File: src/rtl/load_aligner.sv
// Load alignment unit: fetches one or two memory beats, moves the addressed bytes to bit 0 and extends them.
// Define LOAD_ALIGN_MISALIGNED_EN to build the two-beat path; without it a beat-crossing load returns res_fault.
`ifndef BIT_COUNT
`define BIT_COUNT 64
`endif

package HighLevelControl;
   typedef enum logic [2:0] {
      BYTE               = 3'd0,
      HALF_WORD          = 3'd1,
      WORD               = 3'd2,
      BYTE_UNSIGNED      = 3'd3,
      HALF_WORD_UNSIGNED = 3'd4,
      WORD_UNSIGNED      = 3'd5,
      NO_TRUNC           = 3'd6
   } truncSrc;
endpackage

module load_aligner
   import HighLevelControl::*;
#(
   parameter int BIT_COUNT = `BIT_COUNT,
   parameter int BUS_BYTES = BIT_COUNT / 8,
   parameter int OFF_W     = $clog2(BUS_BYTES)
) (
   input  logic                 clk,
   input  logic                 reset_n,
   input  logic                 flush,
   input  logic                 req_valid,
   output logic                 req_ready,
   input  logic [OFF_W-1:0]     req_offset,
   input  truncSrc              req_trunc,
   output logic                 mem_req_valid,
   input  logic                 mem_req_ready,
   output logic                 mem_req_hi,
   input  logic                 mem_rvalid,
   input  logic [BIT_COUNT-1:0] mem_rdata,
   output logic                 res_valid,
   input  logic                 res_ready,
   output logic [BIT_COUNT-1:0] res_data,
   output logic                 res_fault
);

   localparam int SZ_W = OFF_W + 2;

   typedef enum logic [2:0] {
      S_IDLE, S_REQ_LO, S_WAIT_LO, S_REQ_HI, S_WAIT_HI, S_DONE, S_DRAIN
   } state_t;

   state_t               state_q, state_d;
   logic [OFF_W-1:0]     off_q, off_d;
   truncSrc              trunc_q, trunc_d;
   logic                 span_q, span_d;
   logic [BIT_COUNT-1:0] res_data_q, res_data_d;
`ifdef LOAD_ALIGN_MISALIGNED_EN
   logic [BIT_COUNT-1:0] beat0_q, beat0_d;
`else
   logic                 fault_q, fault_d;
`endif

   function automatic logic [SZ_W-1:0] size_of(input truncSrc t);
      case (t)
         BYTE, BYTE_UNSIGNED:           return SZ_W'(1);
         HALF_WORD, HALF_WORD_UNSIGNED: return SZ_W'(2);
         WORD:                          return SZ_W'(4);
`ifdef BIT_COUNT_64
         WORD_UNSIGNED:                 return SZ_W'(4);
`endif
         NO_TRUNC:                      return SZ_W'(BUS_BYTES);
         default:                       return SZ_W'(1);
      endcase
   endfunction

   // Shift the beat pair down by the byte offset, keep the addressed bytes, then extend.
   function automatic logic [BIT_COUNT-1:0] extend(input logic [2*BIT_COUNT-1:0] pair,
                                                   input logic [OFF_W-1:0] off,
                                                   input truncSrc t);
      logic [BIT_COUNT-1:0] lo;
      logic signed [7:0]    b_s;
      logic signed [15:0]   h_s;
      logic signed [31:0]   w_s;
      lo  = BIT_COUNT'(pair >> {off, 3'b000});
      b_s = lo[7:0];
      h_s = lo[15:0];
      w_s = lo[31:0];
      case (t)
         BYTE:               return BIT_COUNT'(b_s);
         HALF_WORD:          return BIT_COUNT'(h_s);
         WORD:               return BIT_COUNT'(w_s);
         BYTE_UNSIGNED:      return BIT_COUNT'(lo[7:0]);
         HALF_WORD_UNSIGNED: return BIT_COUNT'(lo[15:0]);
`ifdef BIT_COUNT_64
         WORD_UNSIGNED:      return BIT_COUNT'(lo[31:0]);
`endif
         NO_TRUNC:           return lo;
         default:            return 'x;
      endcase
   endfunction

   always_comb begin
      state_d    = state_q;
      off_d      = off_q;
      trunc_d    = trunc_q;
      span_d     = span_q;
      res_data_d = res_data_q;
`ifdef LOAD_ALIGN_MISALIGNED_EN
      beat0_d    = beat0_q;
`else
      fault_d    = fault_q;
`endif
      case (state_q)
         S_IDLE: begin
            if (req_valid) begin
               off_d   = req_offset;
               trunc_d = req_trunc;
               span_d  = (SZ_W'(req_offset) + size_of(req_trunc)) > SZ_W'(BUS_BYTES);
               state_d = S_REQ_LO;
            end
         end
         S_REQ_LO: begin
            if (flush)              state_d = S_IDLE;
            else if (mem_req_ready) state_d = S_WAIT_LO;
         end
         S_WAIT_LO: begin
            if (flush) begin
               state_d = S_DRAIN;
            end else if (mem_rvalid) begin
`ifdef LOAD_ALIGN_MISALIGNED_EN
               beat0_d = mem_rdata;
               if (span_q) begin
                  state_d = S_REQ_HI;
               end else begin
                  res_data_d = extend({{BIT_COUNT{1'b0}}, mem_rdata}, off_q, trunc_q);
                  state_d    = S_DONE;
               end
`else
               fault_d    = span_q;
               res_data_d = span_q ? '0 : extend({{BIT_COUNT{1'b0}}, mem_rdata}, off_q, trunc_q);
               state_d    = S_DONE;
`endif
            end
         end
`ifdef LOAD_ALIGN_MISALIGNED_EN
         S_REQ_HI: begin
            if (flush)              state_d = S_IDLE;
            else if (mem_req_ready) state_d = S_WAIT_HI;
         end
         S_WAIT_HI: begin
            if (flush) begin
               state_d = S_DRAIN;
            end else if (mem_rvalid) begin
               res_data_d = extend({mem_rdata, beat0_q}, off_q, trunc_q);
               state_d    = S_DONE;
            end
         end
`endif
         S_DONE: begin
            if (flush || res_ready) begin
               state_d = S_IDLE;
`ifndef LOAD_ALIGN_MISALIGNED_EN
               fault_d = 1'b0;
`endif
            end
         end
         // A beat already requested will still arrive; swallow exactly one.
         S_DRAIN: begin
            if (mem_rvalid) state_d = S_IDLE;
         end
         default: state_d = S_IDLE;
      endcase
   end

   always_ff @(posedge clk or negedge reset_n) begin
      if (!reset_n) begin
         state_q    <= S_IDLE;
         off_q      <= '0;
         trunc_q    <= BYTE;
         span_q     <= 1'b0;
         res_data_q <= '0;
`ifdef LOAD_ALIGN_MISALIGNED_EN
         beat0_q    <= '0;
`else
         fault_q    <= 1'b0;
`endif
      end else begin
         state_q    <= state_d;
         off_q      <= off_d;
         trunc_q    <= trunc_d;
         span_q     <= span_d;
         res_data_q <= res_data_d;
`ifdef LOAD_ALIGN_MISALIGNED_EN
         beat0_q    <= beat0_d;
`else
         fault_q    <= fault_d;
`endif
      end
   end

   assign req_ready     = (state_q == S_IDLE);
   assign mem_req_valid = (state_q == S_REQ_LO) || (state_q == S_REQ_HI);
   assign mem_req_hi    = (state_q == S_REQ_HI);
   assign res_valid     = (state_q == S_DONE);
   assign res_data      = res_data_q;
`ifdef LOAD_ALIGN_MISALIGNED_EN
   assign res_fault     = 1'b0;
`else
   assign res_fault     = fault_q;
`endif

endmodule

File: config.mk
export PLATFORM = sky130hd
export DESIGN_NAME = load_aligner
export DESIGN_NICKNAME = d
export VERILOG_FILES = /design/src/rtl/load_aligner.sv
export SDC_FILE = /design/constraint.sdc
export NUM_CORES = 1
export LEC_CHECK = 0
export BUFFER_PORTS_ARGS = -buffer_cell sky130_fd_sc_hd__buf_2
export CAP_MARGIN = 40
export CORE_ASPECT_RATIO = 0.75
export CORE_MARGIN = 4
export CORE_UTILIZATION = 53
export CTS_BUF_LIST = sky130_fd_sc_hd__clkbuf_16
export CTS_CLUSTER_SIZE = 8
export DETAILED_ROUTE_END_ITERATION = 12
export GPL_ROUTABILITY_DRIVEN = 0
export PLACE_DENSITY = 0.79
export SLEW_MARGIN = 20
export SYNTH_ARGS = -nofsm -noshare
export SYNTH_HDL_FRONTEND = slang
export SYNTH_SLANG_ARGS = --single-unit
File: constraint.sdc
create_clock -name clk -period 2.65 [get_ports clk]
set_clock_uncertainty 0.05 [all_clocks]
set_input_delay 0.53 -clock clk [delete_from_list [all_inputs] [get_ports clk]]
set_output_delay 0.53 -clock clk [all_outputs]
set_load 0.02 [all_outputs]
# ---- After elaboration in Yosys (flattened, before gate mapping)
# Index checks and enable logic that the tools add are counted.
dict set report word_totals {
  regBits 75
  input_bits 77
  output_inout_bits 69
  word_cells 58
}
dict set report classes {
  addsub 1
  magnitude_cmp 1
  eq_ne 21
  shift 1
  mux 17
  bitwise_logic 1
  n_reduce_logical 10
}
# operator count
set ops {}
lappend ops {{one-hot mux 64 bit (6 select lines)} 1}
lappend ops {{two-way mux 64 bit} 1}
lappend ops {{>> shifter 64 x 6 -> 64 bit} 1}
lappend ops {{two-way mux 3 bit} 7}
lappend ops {{== test 3 bit (second input constant)} 6}
lappend ops {{== test 3 x 2 -> 1 bit (second input constant)} 5}
lappend ops {{one-hot mux 3 bit (5 select lines)} 1}
lappend ops {{one-hot mux 4 bit (3 select lines)} 1}
lappend ops {{two-way mux 5 bit} 2}
lappend ops {{== test 3 x 1 -> 1 bit (second input constant)} 3}
lappend ops {{!= test 2 bit (second input constant)} 4}
lappend ops {{zero test 3 bit} 2}
lappend ops {{!= test 3 bit (second input constant)} 2}
lappend ops {{adder 3 x 5 -> 5 bit} 1}
lappend ops {{greater-than comparator 5 x 4 -> 1 bit (second input constant)} 1}
lappend ops {{AND reduction 5 bit} 1}
lappend ops {{AND reduction 4 bit} 1}
lappend ops {{two-way mux 1 bit} 3}
lappend ops {{AND reduction 3 bit} 1}
lappend ops {{logical OR 1 bit} 2}
lappend ops {{!= test 2 x 1 -> 1 bit (second input constant)} 1}
lappend ops {{one-hot mux 1 bit (2 select lines)} 1}
lappend ops {{AND reduction 2 bit} 1}
lappend ops {{nonzero test 2 bit} 1}
lappend ops {{2 further kinds} 2}

# ---- Depth between registers and ports, before layout
dict set report logic_depth {
  depth_word 7
  ltp_mapped 10
  depth_no_buf 10
}

# ---- Worst setup path before layout
# OpenSTA, ideal clock, no wires.
dict set report synth_path {
  path_type {input -> register}
  startpoint {input req_trunc[1]}
  endpoint {register span_q}
  setup_time_ns 0.121
  arrival_ns 2.162
  t_required_ns 2.479
  slack_ns 0.317
  cell_stages 10
  path_buffers 0
  cell_sequence {nor2_1 > xor2_1 > ha_1 > inv_1 > fa_1 > xnor2_1 > nor3b_1 > o22ai_1 > a21o_1 > a22o_1}
}
dict set report synth_between {
  elab_chain_len 7
  elab_cells_between_ends 10
  cone_classes {add/sub (1); order compare (1); eq/ne (4); mux (3); reduce/logical (1)}
}
# element line_no
set synth_rtl {}
lappend synth_rtl {{from (decl)} 32} ;# input truncSrc req_trunc,
lappend synth_rtl {{== test 3 x 1 -> 1 bit / == test 3 bit (equally long branches)} 62} ;# case (t)
lappend synth_rtl {{OR reduction 2 bit} 62}
lappend synth_rtl {{one-hot mux 4 bit (3 select lines) (*)} 62}
lappend synth_rtl {{two-way mux 5 bit (*)} 113} ;# if (req_valid) begin
lappend synth_rtl {{two-way mux 5 bit (*)} 111} ;# case (state_q)
lappend synth_rtl {{adder 3 x 5 -> 5 bit (*)} 116} ;# span_d = (SZ_W'(req_offset) + size_of(req_trunc)) > SZ_W'(BUS_BYTES);
lappend synth_rtl {{greater-than comparator 5 x 4 -> 1 bit (*)} 116}
lappend synth_rtl {{to (signal assigned)} 189} ;# span_q <= span_d;
lappend synth_rtl {{to (decl)} 53} ;# logic span_q, span_d;
# Every way passes the cells marked *; elsewhere a longest branch is shown, timed or not. The select of a mux whose other input is x is not followed.
# A chain may end at the register's enable or synchronous reset.

# ---- Worst setup path in the final report
dict set report layout_path {
  startpoint {register off_q[1]}
  endpoint {register res_data_q[29] (netlist: res_data[29])}
}
dict set report layout_between {
  elab_chain_len 3
}
# element line_no
set layout_rtl {}
lappend layout_rtl {{from (decl)} 51} ;# logic [OFF_W-1:0] off_q, off_d;
lappend layout_rtl {{from (signal assigned)} 176} ;# off_q <= '0;
lappend layout_rtl {{from (signal assigned)} 187} ;# off_q <= off_d;
lappend layout_rtl {{>> shifter 64 x 6 -> 64 bit} 82} ;# lo = BIT_COUNT'(pair >> {off, 3'b000});
lappend layout_rtl {{one-hot mux 64 bit (6 select lines)} 86} ;# case (t)
lappend layout_rtl {{two-way mux 64 bit} 138} ;# res_data_d = span_q ? '0 : extend({{BIT_COUNT{1'b0}}, mem_rdata}, off_q, trunc_q);
lappend layout_rtl {{to (signal assigned)} 190} ;# res_data_q <= res_data_d;
lappend layout_rtl {{to (decl)} 54} ;# logic [BIT_COUNT-1:0] res_data_q, res_data_d;
# No other way between the ends. The select of a mux whose other input is x is not followed.

==> summary.txt <==
I/O Buffers -> 145
Post-DR wirelength/cell -> 21.4 um
Avg Inst Size Synth -> 9.24 sq um
Kind of critical path -> reg2reg
Largest net degree at the start of global routing -> 83
IO Pins -> 146
Worst min path class -> in2async
CTS Sinks -> 75
Syn Nets -> 630
Crit path time final -> 2.52 ns
Synth Register Bits -> 75
Final WL -> 17.3 mm
Synthesized area -> 0.00507 sq mm
Ys Warns -> 0
Unique masters post-synth -> 53
Vias -> 5208
Startpoint types -> register
Vias in the first global route -> 4926
Commonest non-fill, non-tap cell in the layout -> buf_2
Final slew viol count -> 0
Post-synth EDFFs -> 0
First-pass GRT wire length -> 26.9 mm
FF/Latch Area -> 0.00188 sq mm
Final std cells w/o fill -> 811
Initial DRC Count -> 691
Grt ovf -> 0
Area Growth Syn to Fin -> 23.9%
Finished Core Util -> 68.4%
Reg2reg setup slack -> 0.13 ns
PwrDens -> 1280 mW/mm^2
Seq/Total Area, Yosys -> 37.0%
Async set-reset flop share out of synthesis -> 100%
Post-synth top area share -> 37.0%
Fin. Hold Viols -> 0
Ys flop type -> dfrtp_1
Max IR drop VDD -> 0.000831 V
Root Driver -> clkbuf_16
TritonCTS clock tree -> built
Drt pass-1 iters -> 8
Antenna-violating nets left -> 0
Fillers -> 716
Post-synthesis cell count -> 549
Core box area -> 0.00920 sq mm
Final worst-path cycle share -> 94.9%
CTS Buffer Depth -> 2
Insertion delay to the later sink of the worst-skew pair -> 0.34 ns
Worst-path maximum fanout -> 15
Post-route cell area -> 0.00629 sq mm
RSZ-0062 raised after global routing -> false
ANT cells -> 0
R2r startpoint -> off_q[1]$_DFFE_PN0P_
RR Endpoint -> res_data[29]$_DFFE_PN0P_
Yosys top cell by area -> dfrtp_1
CP Capture Type -> register
Layout cells sized above 1 -> 31.6%
CTS Hold Buffers Added -> 0
DP Cell Count -> 796
NumNets Final -> 760
Most frequent cells in the layout -> 144 x buf_2, 73 x dfrtp_1, 72 x nand2_1, 58 x mux2i_1, 38 x o21ai_1
Status -> complete, no violations
Vias per cell -> 6.42
Reg clk slew, reported paths -> 0.06 ns
H-tree depth -> 3
Synth top area cells -> dfrtp_1 37%, mux2i_1 11%, nand2_1 5.3%
Postcts setup bufs -> 0
Footprint of the multi-input gates -> 0.00296 sq mm
# Max-Cap Violations -> 0
Final setup viols -> 0
Hpwl dp -> 12.7 mm
Post-CTS sizing -> 0
Static leakage -> 3.05 nW
Initial Utilization -> 55.2%
CTS Buf Count -> 9
Reg2Reg Depth -> 5
CP arrival -> 2.68 ns
Max Freq -> 398 MHz
CP required -> 2.82 ns
Total GRT Usage -> 30.7%
Slew headroom -> 57.6%
Remaining DRCs -> 0
Placed inst area -> 0.00598 sq mm
Die H -> 92.7 um
Initial antenna violation count -> 1
Core Rows -> 30
Die W -> 121 um
Die footprint -> 0.0112 sq mm
Worst Max-Slew Pin Slew -> 0.620 ns
==> routing by layer <==
| layer | GRT usage [%] | wire length [um] |
|---|---|---|
| met5 | 0 | 13 |
| met4 | 7.45 | 336 |
| met3 | 8.30 | 1930 |
| met2 | 47.6 | 7900 |
| met1 | 43.0 | 7140 |
==> synth_stat cells, types with 4 or more instances <==
library cell	instances
a2111oi_0	16
a211o_1	7
a211oi_1	8
a21oi_1	24
a221oi_1	7
a22o_1	9
buf_1	6
buf_2	10
clkbuf_1	28
dfrtp_1	75
inv_1	6
mux2_2	16
mux2i_1	58
mux4_2	9
nand2_1	72
nand2b_1	6
nand3_1	4
nand3b_1	10
nor2_1	26
nor2b_1	13
nor3_1	12
nor4_1	7
o21ai_0	32
o21ai_1	38
o221ai_1	8
==> worst max-delay path, stage by stage, from the launching register on <==
cell,delay (ns)
dfrtp_2,0.59
mux2_2,0.40
mux4_2,0.52
o21a_1,0.36
a221oi_1,0.36
o21ai_1,0.10
==> sequential cells by signal, indices dropped and copies added, names as in the netlist <==
register / count
off_q: 3
res_data: 64
res_fault: 1
span_q: 1
state_q: 3
trunc_q: 3
==> how the worst max path moves through the flow <==
stage | from | endpoint | slack (ns) | depth (start not counted)
after floorplan | req_trunc[1] | span_q$_DFFE_PN0P_ | 0.32 | 10
after global placement | req_trunc[1] | span_q$_DFFE_PN0P_ | 0.12 | 11
after detailed placement | req_trunc[1] | span_q$_DFFE_PN0P_ | -0.004 | 11
after CTS | off_q[1]$_DFFE_PN0P_ | res_data[29]$_DFFE_PN0P_ | 0.18 | 5
after global routing | off_q[1]$_DFFE_PN0P_ | res_data[29]$_DFFE_PN0P_ | 0.03 | 5
final | off_q[1]$_DFFE_PN0P_ | res_data[29]$_DFFE_PN0P_ | 0.13 | 5
==> logic make-up (layout without fill, tap and decap cells) <==
| family | after synthesis | in the layout | synth area share, % |
|---|---|---|---|
| and+or+nand+nor | 163 | 163 | 15.8 |
| xor gates and xnor gates | 3 | 3 | 0.518 |
| muxes | 85 | 85 | 19.5 |
| DFF | 75 | 75 | 37.0 |
| adders and majority gates | 4 | 4 | 1.13 |
| AOI/OAI and AO/OA | 165 | 165 | 21.4 |
| buffers and inverters | 54 | 188 | 4.76 |
==> through the flow <==
step	hold slack (ns)	total power [mW]	setup TNS, ns	worst slack [ns]
final	0.153	8.05	0	0.134
after floorplan	0.184	5.18	0	0.317
after global placement	0.409	6.48	0	0.117
after CTS	0.165	7.95	0	0.180
after global routing	0.202	8.49	0	0.0346
after detailed placement	0.421	6.62	-0.00443	-0.00443
==> cell type report <==
class | count | share of cell area (%)
Clock buffer | 9 | 3.58
Clock inverter | 6 | 1.29
Inverter | 6 | 0.358
Multi-Input combinational cell | 420 | 47.1
Sequential cell | 75 | 29.9
Tap cell | 128 | 2.55
Timing Repair Buffer | 167 | 15.2
==> where the power goes <==
| part | total [mW] | leakage [nW] | switching (mW) | internal [mW] |
|---|---|---|---|---|
| clock | 1.29 | 0.149 | 0.478 | 0.812 |
| combinational | 4.79 | 1.92 | 2.93 | 1.86 |
| sequential | 1.97 | 0.974 | 0.408 | 1.56 |
(Power assumes the default switching activity.)
